<file path="config.mk">
export PLATFORM = sky130hd
export DESIGN_NAME = fetch_pc_ctrl_flat
export DESIGN_NICKNAME = d
export VERILOG_FILES = /design/src/rtl/cpu_defs.sv /design/src/rtl/fetch_pc_ctrl_if.sv /design/src/rtl/fetch_target_mux.sv /design/src/rtl/fetch_pc_ctrl.sv /design/src/flat_wrapper.sv
export SDC_FILE = /design/constraint.sdc
export NUM_CORES = 1
export LEC_CHECK = 0
export ABC_CLOCK_PERIOD_IN_PS = 3000
export CORE_MARGIN = 10
export CORE_UTILIZATION = 30
export DETAILED_ROUTE_END_ITERATION = 6
export GPL_ROUTABILITY_DRIVEN = 0
export SYNTH_ARGS = -nofsm -noshare
export SYNTH_HDL_FRONTEND = slang
export SYNTH_HIERARCHICAL = 1
export SYNTH_SLANG_ARGS = --single-unit
</file>
<file path="constraint.sdc">
create_clock -name clk -period 3 [get_ports clk]
set_clock_uncertainty 0.15 [all_clocks]
set_input_delay 0.9 -clock clk [delete_from_list [all_inputs] [get_ports clk]]
set_output_delay 0.9 -clock clk [all_outputs]
set_load 0.02 [all_outputs]
</file>
<file path="src/rtl/cpu_defs.sv">
// Shared CPU definitions: reset/exception vector defaults and the fetch FSM encoding.
package cpu_defs;

    localparam logic [31:0] RESET_PC_DEF = 32'hbfc00000;
    localparam logic [31:0] EXC_VEC_DEF  = 32'hbfc00380;

    typedef enum logic [1:0] {
        ST_IDLE = 2'd0,
        ST_REQ  = 2'd1,
        ST_WAIT = 2'd2,
        ST_HOLD = 2'd3
    } fetch_state_e;

    // Instruction addresses must be word aligned; anything else raises AdEL.
    function automatic logic is_misaligned(input logic [31:0] addr);
        return addr[1:0] != 2'b00;
    endfunction

endpackage

</file>
<file path="src/rtl/fetch_pc_ctrl_if.sv">
// Instruction-port and decode-side handshake bundle of the fetch sequencer.
interface fetch_pc_ctrl_if;

    logic        inst_req;
    logic [31:0] inst_addr;
    logic        inst_addr_ok;
    logic        inst_data_ok;
    logic [31:0] inst_rdata;

    logic        out_valid;
    logic        out_ready;
    logic [31:0] out_pc;
    logic [31:0] out_inst;
    logic        out_adel;

    modport master (
        output inst_req, inst_addr,
        input  inst_addr_ok, inst_data_ok, inst_rdata,
        output out_valid, out_pc, out_inst, out_adel,
        input  out_ready
    );

    modport slave (
        input  inst_req, inst_addr,
        output inst_addr_ok, inst_data_ok, inst_rdata,
        input  out_valid, out_pc, out_inst, out_adel,
        output out_ready
    );

endinterface

</file>
<file path="src/rtl/fetch_target_mux.sv">
// Redirect priority select: exception > eret > branch/jump.
module fetch_target_mux #(
    parameter logic [31:0] EXC_VEC = 32'hbfc00380
) (
    input  logic        exc_valid,
    input  logic        eret_valid,
    input  logic [31:0] epc,
    input  logic        br_valid,
    input  logic [31:0] br_target,
    output logic        redir,
    output logic [31:0] target
);

    always_comb begin
        redir = exc_valid | eret_valid | br_valid;
        if (exc_valid) begin
            target = EXC_VEC;
        end else if (eret_valid) begin
            target = epc;
        end else begin
            target = br_target;
        end
    end

endmodule

</file>
<file path="src/rtl/fetch_pc_ctrl.sv">
// Instruction-fetch sequencer: owns the PC, issues one fetch at a time and
// buffers the returned instruction for decode.
module fetch_pc_ctrl
    import cpu_defs::*;
#(
    parameter logic [31:0] RESET_PC = RESET_PC_DEF,
    parameter logic [31:0] EXC_VEC  = EXC_VEC_DEF
) (
    input  logic            clk,
    input  logic            resetn,
    input  logic            exc_valid,
    input  logic            eret_valid,
    input  logic [31:0]     epc,
    input  logic            br_valid,
    input  logic [31:0]     br_target,
    fetch_pc_ctrl_if.master bus
);

    fetch_state_e state_q, state_d;
    logic [31:0]  pc_q, pc_d;
    logic         cancel_q, cancel_d;
    logic         out_valid_q, out_valid_d;
    logic [31:0]  out_pc_q, out_pc_d;
    logic [31:0]  out_inst_q, out_inst_d;
    logic         out_adel_q, out_adel_d;
    logic         req;
    logic         redir;
    logic [31:0]  target;

    fetch_target_mux #(
        .EXC_VEC (EXC_VEC)
    ) u_target_mux (
        .exc_valid  (exc_valid),
        .eret_valid (eret_valid),
        .epc        (epc),
        .br_valid   (br_valid),
        .br_target  (br_target),
        .redir      (redir),
        .target     (target)
    );

    always_ff @(posedge clk or negedge resetn) begin
        if (!resetn) begin
            state_q     <= ST_IDLE;
            pc_q        <= RESET_PC;
            cancel_q    <= 1'b0;
            out_valid_q <= 1'b0;
            out_pc_q    <= RESET_PC;
            out_inst_q  <= 32'h0;
            out_adel_q  <= 1'b0;
        end else begin
            state_q     <= state_d;
            pc_q        <= pc_d;
            cancel_q    <= cancel_d;
            out_valid_q <= out_valid_d;
            out_pc_q    <= out_pc_d;
            out_inst_q  <= out_inst_d;
            out_adel_q  <= out_adel_d;
        end
    end

    always_comb begin
        state_d     = state_q;
        pc_d        = pc_q;
        cancel_d    = cancel_q;
        out_valid_d = out_valid_q;
        out_pc_d    = out_pc_q;
        out_inst_d  = out_inst_q;
        out_adel_d  = out_adel_q;
        req         = 1'b0;

        case (state_q)
            ST_IDLE: state_d = ST_REQ;

            ST_REQ: begin
                req = !is_misaligned(pc_q);
                // A redirect always lands in pc_q; if the old address was accepted
                // in the same cycle its returning data must be discarded.
                if (redir) begin
                    pc_d = target;
                    if (req && bus.inst_addr_ok) begin
                        cancel_d = 1'b1;
                        state_d  = ST_WAIT;
                    end
                end else if (!req) begin
                    out_valid_d = 1'b1;
                    out_adel_d  = 1'b1;
                    out_inst_d  = 32'h0;
                    out_pc_d    = pc_q;
                    state_d     = ST_HOLD;
                end else if (bus.inst_addr_ok) begin
                    state_d = ST_WAIT;
                end
            end

            ST_WAIT: begin
                if (bus.inst_data_ok) begin
                    if (redir) begin
                        pc_d     = target;
                        cancel_d = 1'b0;
                        state_d  = ST_REQ;
                    end else if (cancel_q) begin
                        cancel_d = 1'b0;
                        state_d  = ST_REQ;
                    end else begin
                        out_valid_d = 1'b1;
                        out_adel_d  = 1'b0;
                        out_inst_d  = bus.inst_rdata;
                        out_pc_d    = pc_q;
                        state_d     = ST_HOLD;
                    end
                end else if (redir) begin
                    pc_d     = target;
                    cancel_d = 1'b1;
                end
            end

            ST_HOLD: begin
                // Redirect squashes the held instruction even if decode accepts it.
                if (redir) begin
                    out_valid_d = 1'b0;
                    out_adel_d  = 1'b0;
                    pc_d        = target;
                    state_d     = ST_REQ;
                end else if (bus.out_ready) begin
                    out_valid_d = 1'b0;
                    out_adel_d  = 1'b0;
                    pc_d        = pc_q + 32'd4;
                    state_d     = ST_REQ;
                end
            end

            default: state_d = ST_IDLE;
        endcase
    end

    assign bus.inst_req  = req;
    assign bus.inst_addr = pc_q;
    assign bus.out_valid = out_valid_q;
    assign bus.out_pc    = out_pc_q;
    assign bus.out_inst  = out_inst_q;
    assign bus.out_adel  = out_adel_q;

endmodule
</file>
<file path="src/flat_wrapper.sv">
// flat-port wrapper written by rule: the top's interface ports become plain ports
module fetch_pc_ctrl_flat import cpu_defs::*;
#(
    parameter logic [31:0] RESET_PC = RESET_PC_DEF,
    parameter logic [31:0] EXC_VEC  = EXC_VEC_DEF
)
  (clk, resetn, exc_valid, eret_valid, epc, br_valid, br_target, bus_inst_req, bus_inst_addr, bus_inst_addr_ok, bus_inst_data_ok, bus_inst_rdata, bus_out_valid, bus_out_pc, bus_out_inst, bus_out_adel, bus_out_ready);
  fetch_pc_ctrl_if bus_i ();
  input  logic clk;
  input  logic resetn;
  input  logic exc_valid;
  input  logic eret_valid;
  input  logic [31:0] epc;
  input  logic br_valid;
  input  logic [31:0] br_target;
  output wire logic [$bits(bus_i.inst_req)-1:0] bus_inst_req;
  output wire logic [$bits(bus_i.inst_addr)-1:0] bus_inst_addr;
  input wire logic [$bits(bus_i.inst_addr_ok)-1:0] bus_inst_addr_ok;
  input wire logic [$bits(bus_i.inst_data_ok)-1:0] bus_inst_data_ok;
  input wire logic [$bits(bus_i.inst_rdata)-1:0] bus_inst_rdata;
  output wire logic [$bits(bus_i.out_valid)-1:0] bus_out_valid;
  output wire logic [$bits(bus_i.out_pc)-1:0] bus_out_pc;
  output wire logic [$bits(bus_i.out_inst)-1:0] bus_out_inst;
  output wire logic [$bits(bus_i.out_adel)-1:0] bus_out_adel;
  input wire logic [$bits(bus_i.out_ready)-1:0] bus_out_ready;
  assign bus_inst_req = bus_i.inst_req;
  assign bus_inst_addr = bus_i.inst_addr;
  assign bus_i.inst_addr_ok = bus_inst_addr_ok;
  assign bus_i.inst_data_ok = bus_inst_data_ok;
  assign bus_i.inst_rdata = bus_inst_rdata;
  assign bus_out_valid = bus_i.out_valid;
  assign bus_out_pc = bus_i.out_pc;
  assign bus_out_inst = bus_i.out_inst;
  assign bus_out_adel = bus_i.out_adel;
  assign bus_i.out_ready = bus_out_ready;
  fetch_pc_ctrl #(.RESET_PC(RESET_PC), .EXC_VEC(EXC_VEC)) u_core (.clk(clk), .resetn(resetn), .exc_valid(exc_valid), .eret_valid(eret_valid), .epc(epc), .br_valid(br_valid), .br_target(br_target), .bus(bus_i));
endmodule
</file>
**Word-level counts from Yosys, hierarchy flattened**

Index checks and enable logic that the tools add are counted.

- Register bits: 101
- Bits of input ports: 104

- Mux-type cells: 46
- Bitwise operators: 2
- Equality and inequality tests: 15
- $add $sub $neg: 1
- Reduce and logical (&&, ||, !) cells: 13

Operators with widths:

| operator | number |
|---|---|
| two-way mux 32 bit | 15 |
| one-hot mux 32 bit (2 select lines) | 3 |
| adder 32 x 3 -> 32 bit, second input constant | 1 |
| two-way mux 2 bit | 9 |
| two-way mux 1 bit | 15 |
| != test 2 x 1 -> 1 bit, second input constant | 4 |
| != test 2 bit, second input constant | 4 |
| one-hot mux 2 bit (4 select lines) | 1 |
| AND reduction 4 bit | 2 |
| AND reduction 7 bit | 1 |
| != test 3 x 2 -> 1 bit, second input constant | 2 |
| one-hot mux 1 bit (3 select lines) | 2 |
| AND reduction 6 bit | 1 |
| nonzero test 2 bit | 3 |
| equality test 2 bit, second input constant | 2 |
| != test 4 x 2 -> 1 bit, second input constant | 1 |
| != test 3 bit, second input constant | 1 |
| AND reduction 3 bit | 1 |
| nonzero test 3 bit | 1 |
| equality test 2 x 1 -> 1 bit, second input constant | 1 |
| zero test 2 bit | 1 |
| OR 1 bit | 2 |
| one-hot mux 1 bit (2 select lines) | 1 |
| OR reduction 2 bit | 1 |
| other kinds (2) | 2 |

**Depth between registers and ports, before layout**

Gate-level depths: netlist of the first run.

- Depth after elaboration: 6
- Mapped depth: 10

**Modules after synthesis**

Netlist of the first run, hierarchy kept.

Modules (own cells, without submodules):

| module | times used | area an instance (um^2) | cells an instance | sequential area each (um^2) |
|---|---|---|---|---|
| fetch_pc_ctrl | 1 | 4,918.5 | 503 | 2,549.9 |
| fetch_target_mux | 1 | 545.5 | 73 | 0.0 |

**Worst setup path before layout of the first run**

OpenSTA, ideal clock, no wires.

- Path kind: input to register
- From: in eret_valid
- To: reg u_core.pc_q[27], in the netlist u_core/bus.inst_addr[27]
- Setup slack: 0.242 ns
- Required time: 2.762 ns
- Setup time: 0.088 ns
- Stages on the path: 8
- Arrival: 2.520 ns
- Cell sequence: buf_6 > or3_1 > clkbuf_1 > o22ai_1 > buf_2 > clkbuf_1 > a21oi_1 > a221oi_2

- Longest elaborated chain between the ends: 4
- Elaborated cells on any way between the ends: 10
- Those cells by class: eq/ne: 2; mux: 5; bitwise: 2; reduce/logical: 1

Ends and longest elaborated chain:

| item | line | RTL |
|---|---|---|
| from (decl) | flat_wrapper.sv:12 | `input logic eret_valid;` |
| OR 1 bit * (2 in a row) | fetch_target_mux.sv:15 | `redir = exc_valid \| eret_valid \| br_valid;` |
| net u_core.redir | fetch_pc_ctrl.sv:27 | `logic redir;` |
| != test 3 x 2 -> 1 bit (no line) (tied with other cells) | -- |  |
| AND reduction 3 bit (no line) / one-hot mux 32 bit (2 select lines) (equally long branches) | -- |  |
| to (signal assigned) | fetch_pc_ctrl.sv:53 | `pc_q <= pc_d;` |
| to (decl) | fetch_pc_ctrl.sv:20 | `logic [31:0] pc_q, pc_d;` |

The timed path passes the listed nets; every way through them passes the cells marked *. The select of a mux whose other input is x is not followed.
A chain may end at the register's enable or synchronous reset.

**Final worst setup path of the first run**

- From: reg u_core.pc_q[26], in the netlist u_core/bus.inst_addr[26]
- To: out bus_inst_addr[26]

RTL lines:

| item | line | RTL |
|---|---|---|
| to (decl) | flat_wrapper.sv:17 | `output wire logic [$bits(bus_i.inst_addr)-1:0] bus_inst_addr;` |

No word-level cell between the ends.

==> impl_metrics.ini, run 1 <==
[status]
status = completed

[timing]
slew-limit-headroom_pct = 57.8
drv_slew = 0
fin_crit_sh_pct = 88.3
fmax_mhz = 377
finalHoldViolations = 0
whs_ns = 0.331
finalSetupViolCount = 0
tightest_slew_ns = 0.633
min_period_ns = 2.65
rsz0062_at_grt = no

[detailed_routing]
antenna_left = 0
first_pass_iters = 5
drc = 0
drt-vias-per-instance = 5.05
dr_total_vias = 5105
drtIter0Drc = 313
wl_per_cell_um = 18.7
drt-total-wl_mm = 18.9

[synth]
synth_edf_count = 0
ys_types = 55
syn_area_sq_um = 5460
async_reset_ff_share_pct = 100
synthCells = 576
synth-seq-area-share_pct = 46.7
ys.flop_type = dfrtp_1
syn-num-nets = 685
avgSynthCellArea_sq_um = 9.49
synth-seq-cells = 101
synth_warnings = 6

[floorplanning]
die-area_sq_um = 24000
start_util_pct = 30.4
core_area_sq_um = 18000
ios = 203
die_h_um = 155
row_count = 49
die_x_um = 155

[worst_setup_path]
crit_family = buffers and inverters
timing.rr.end = u_core/bus.inst_addr[20]
start_kind = flip-flop
critPathCaptureType = output port
slowest_delay_ns = 0.64
crit_path_max_fanout = 7
reg2reg_from = u_core/state_q[0]
worstPathCellList = clkdlybuf4s50_1
path_buf_inv = 1
crit_type = flip-flop to output port
reg2reg_depth = 9
rrSetupSlack_ns = 0.66
slowest_stage = clkdlybuf4s50_1
cp.arrival_ns = 1.60
worstPathRequired_ns = 1.95

[clocking]
cts_root_buffer = clkbuf_16
clk_latency_ns = 0.35
cts_tree = built
clkTransAtPathRegs_ns = 0.07
cts_made_buffers = 9
htree_levels = 3
cts_buffer_depth = 2
post_cts_buffers = 0
cts_resized = 1
cts.sinks = 101
ctsHoldBuffers = 0

[global_route]
grt_pass1_wl_mm = 29.5
grt_usage_pct = 15.3
grt_max_degree = 68
overflow = 0
antenna_found_initial = 1
grt_pass1_vias = 5159

[hold_path]
min_to = u_core/bus.out_inst[9]
hp-start = u_core/bus.out_inst[9]
hold_depth = 2
hold_class = flip-flop to flip-flop

[power_and_ir_drop]
p_per_area_nw_per_um2 = 1060
ir_drop_uv = 485
p_leak_nw = 3.32

[run]
max-cap-violations = 0

[layout]
final_cell_mix = 199 x clkdlybuf4s50_1, 96 x nand2_1, 83 x dfrtp_1
syn2layout_area_growth_pct = 49.5
layout.nets = 886
antenna_cells = 0
final_util_pct = 45.5
final_common_cell = clkdlybuf4s50_1
finalInstanceArea_sq_um = 8170
drive_gt1_share_pct = 14.6

[placed_design]
place_area_sq_um = 7880
port_buffers = 202
hpwlAfterDp_mm = 14.6
==> metrics by stage <==
step	setup TNS, ns	setup WS (ns)	power, mW	std cells
finish	0	0.350	8.66	1011
floorplan	0	0.242	5.23	576
global placement	0	0.0162	7.51	995
detailed placement	-0.0158	-0.0141	7.63	995
CTS	0	0.0337	8.77	1011
global route	0	0.221	9.24	1011
==> synth_stat cells (3+ instances only) <==
library cell / count / area (sq um)
a211o_1: 12 / 105
a21oi_1: 32 / 160
a311oi_1: 3 / 26.3
a31oi_1: 7 / 43.8
and2_1: 4 / 25.0
and2b_1: 8 / 60.1
and3_1: 4 / 25.0
buf_2: 10 / 50.1
clkbuf_1: 26 / 97.6
dfrtp_1: 83 / 2080
dfstp_2: 18 / 473
ha_1: 5 / 62.6
inv_1: 7 / 26.3
mux2_2: 30 / 338
mux2i_1: 25 / 250
nand2_1: 96 / 360
nand3_1: 11 / 55.1
nand3_2: 3 / 30.0
nand4_1: 9 / 56.3
nor2_1: 53 / 199
nor2b_1: 6 / 37.5
nor3_1: 8 / 40.0
nor4_4: 3 / 63.8
o211ai_1: 3 / 22.5
o21a_1: 5 / 37.5
o21ai_0: 47 / 235
o22a_1: 7 / 61.3
o22ai_1: 9 / 56.3
o32a_1: 3 / 30.0
o32ai_1: 3 / 26.3
or3_1: 4 / 25.0
==> worst max-delay path by stage <==
stage          cells past startpoint                        to  slack [ns]                      from
4_1_cts                            4              bus_inst_req        0.03         u_core/state_q[1]
6_report                           1         bus_inst_addr[26]        0.35  u_core/bus.inst_addr[26]
5_1_grt                            8  u_core/bus.inst_addr[16]        0.22                 exc_valid
3_3_place_gp                       8  u_core/bus.inst_addr[16]        0.02                 exc_valid
2_1_floorplan                      8  u_core/bus.inst_addr[27]        0.24                eret_valid
3_5_place_dp                       8  u_core/bus.inst_addr[17]       -0.01                 exc_valid
==> cell families (layout without fill, tap and decap cells) <==
family | Yosys count | in the layout | synth area share, %
AO/OA/AOI/OAI | 141 | 141 | 16.5
adder cells (fa/ha/maj) | 5 | 5 | 1.14
buffers and inverters | 48 | 254 | 4.33
flip-flops | 101 | 101 | 46.7
AND/OR/NAND/NOR | 226 | 226 | 20.6
multiplexers | 55 | 55 | 10.8
==> registers in the layout, summed over array words and instances (netlist names) <==
register,flops
u_core/state_q,2
u_core/bus.out_inst,32
u_core/bus.out_pc,32
u_core/bus.out_adel,1
u_core/bus.inst_addr,32
u_core/cancel_q,1
u_core/bus.out_valid,1
==> where the power goes <==
group / internal [mW] / switching (mW) / total, mW / leakage (nW)
clock: 0.574 / 0.540 / 1.11 / 0.138
sequential: 2.08 / 0.575 / 2.66 / 1.24
combinational: 2.30 / 2.58 / 4.89 / 1.94
==> cell type report <==
| type | count | area [sq um] |
|---|---|---|
| Clock buffer | 9 | 225 |
| Clock inverter | 7 | 58.8 |
| Fill cell | 1682 | 9800 |
| Inverter | 7 | 26.3 |
| Multi-Input combinational cell | 427 | 2700 |
| Sequential cell | 101 | 2550 |
| Tap cell | 229 | 287 |
| Timing Repair Buffer | 231 | 2320 |
==> routing by layer <==
layer  up-vias  part of all wire [%]  GRT usage, %
met3        13                   8.4          5.73
met1      2449                    43          19.0
li1       2462                     -             -
met4         2                  0.99          3.24
met2       179                    48          24.8
met5         -                 0.037             0
Power figures use the tool's default switching activity.
==> run 2, diff against run 1 <==
Settings changed: TNS_END_PERCENT from default to 5.
==> results of run 2 <==
The final DEF is identical to that of run 1; final timing and power are the same.
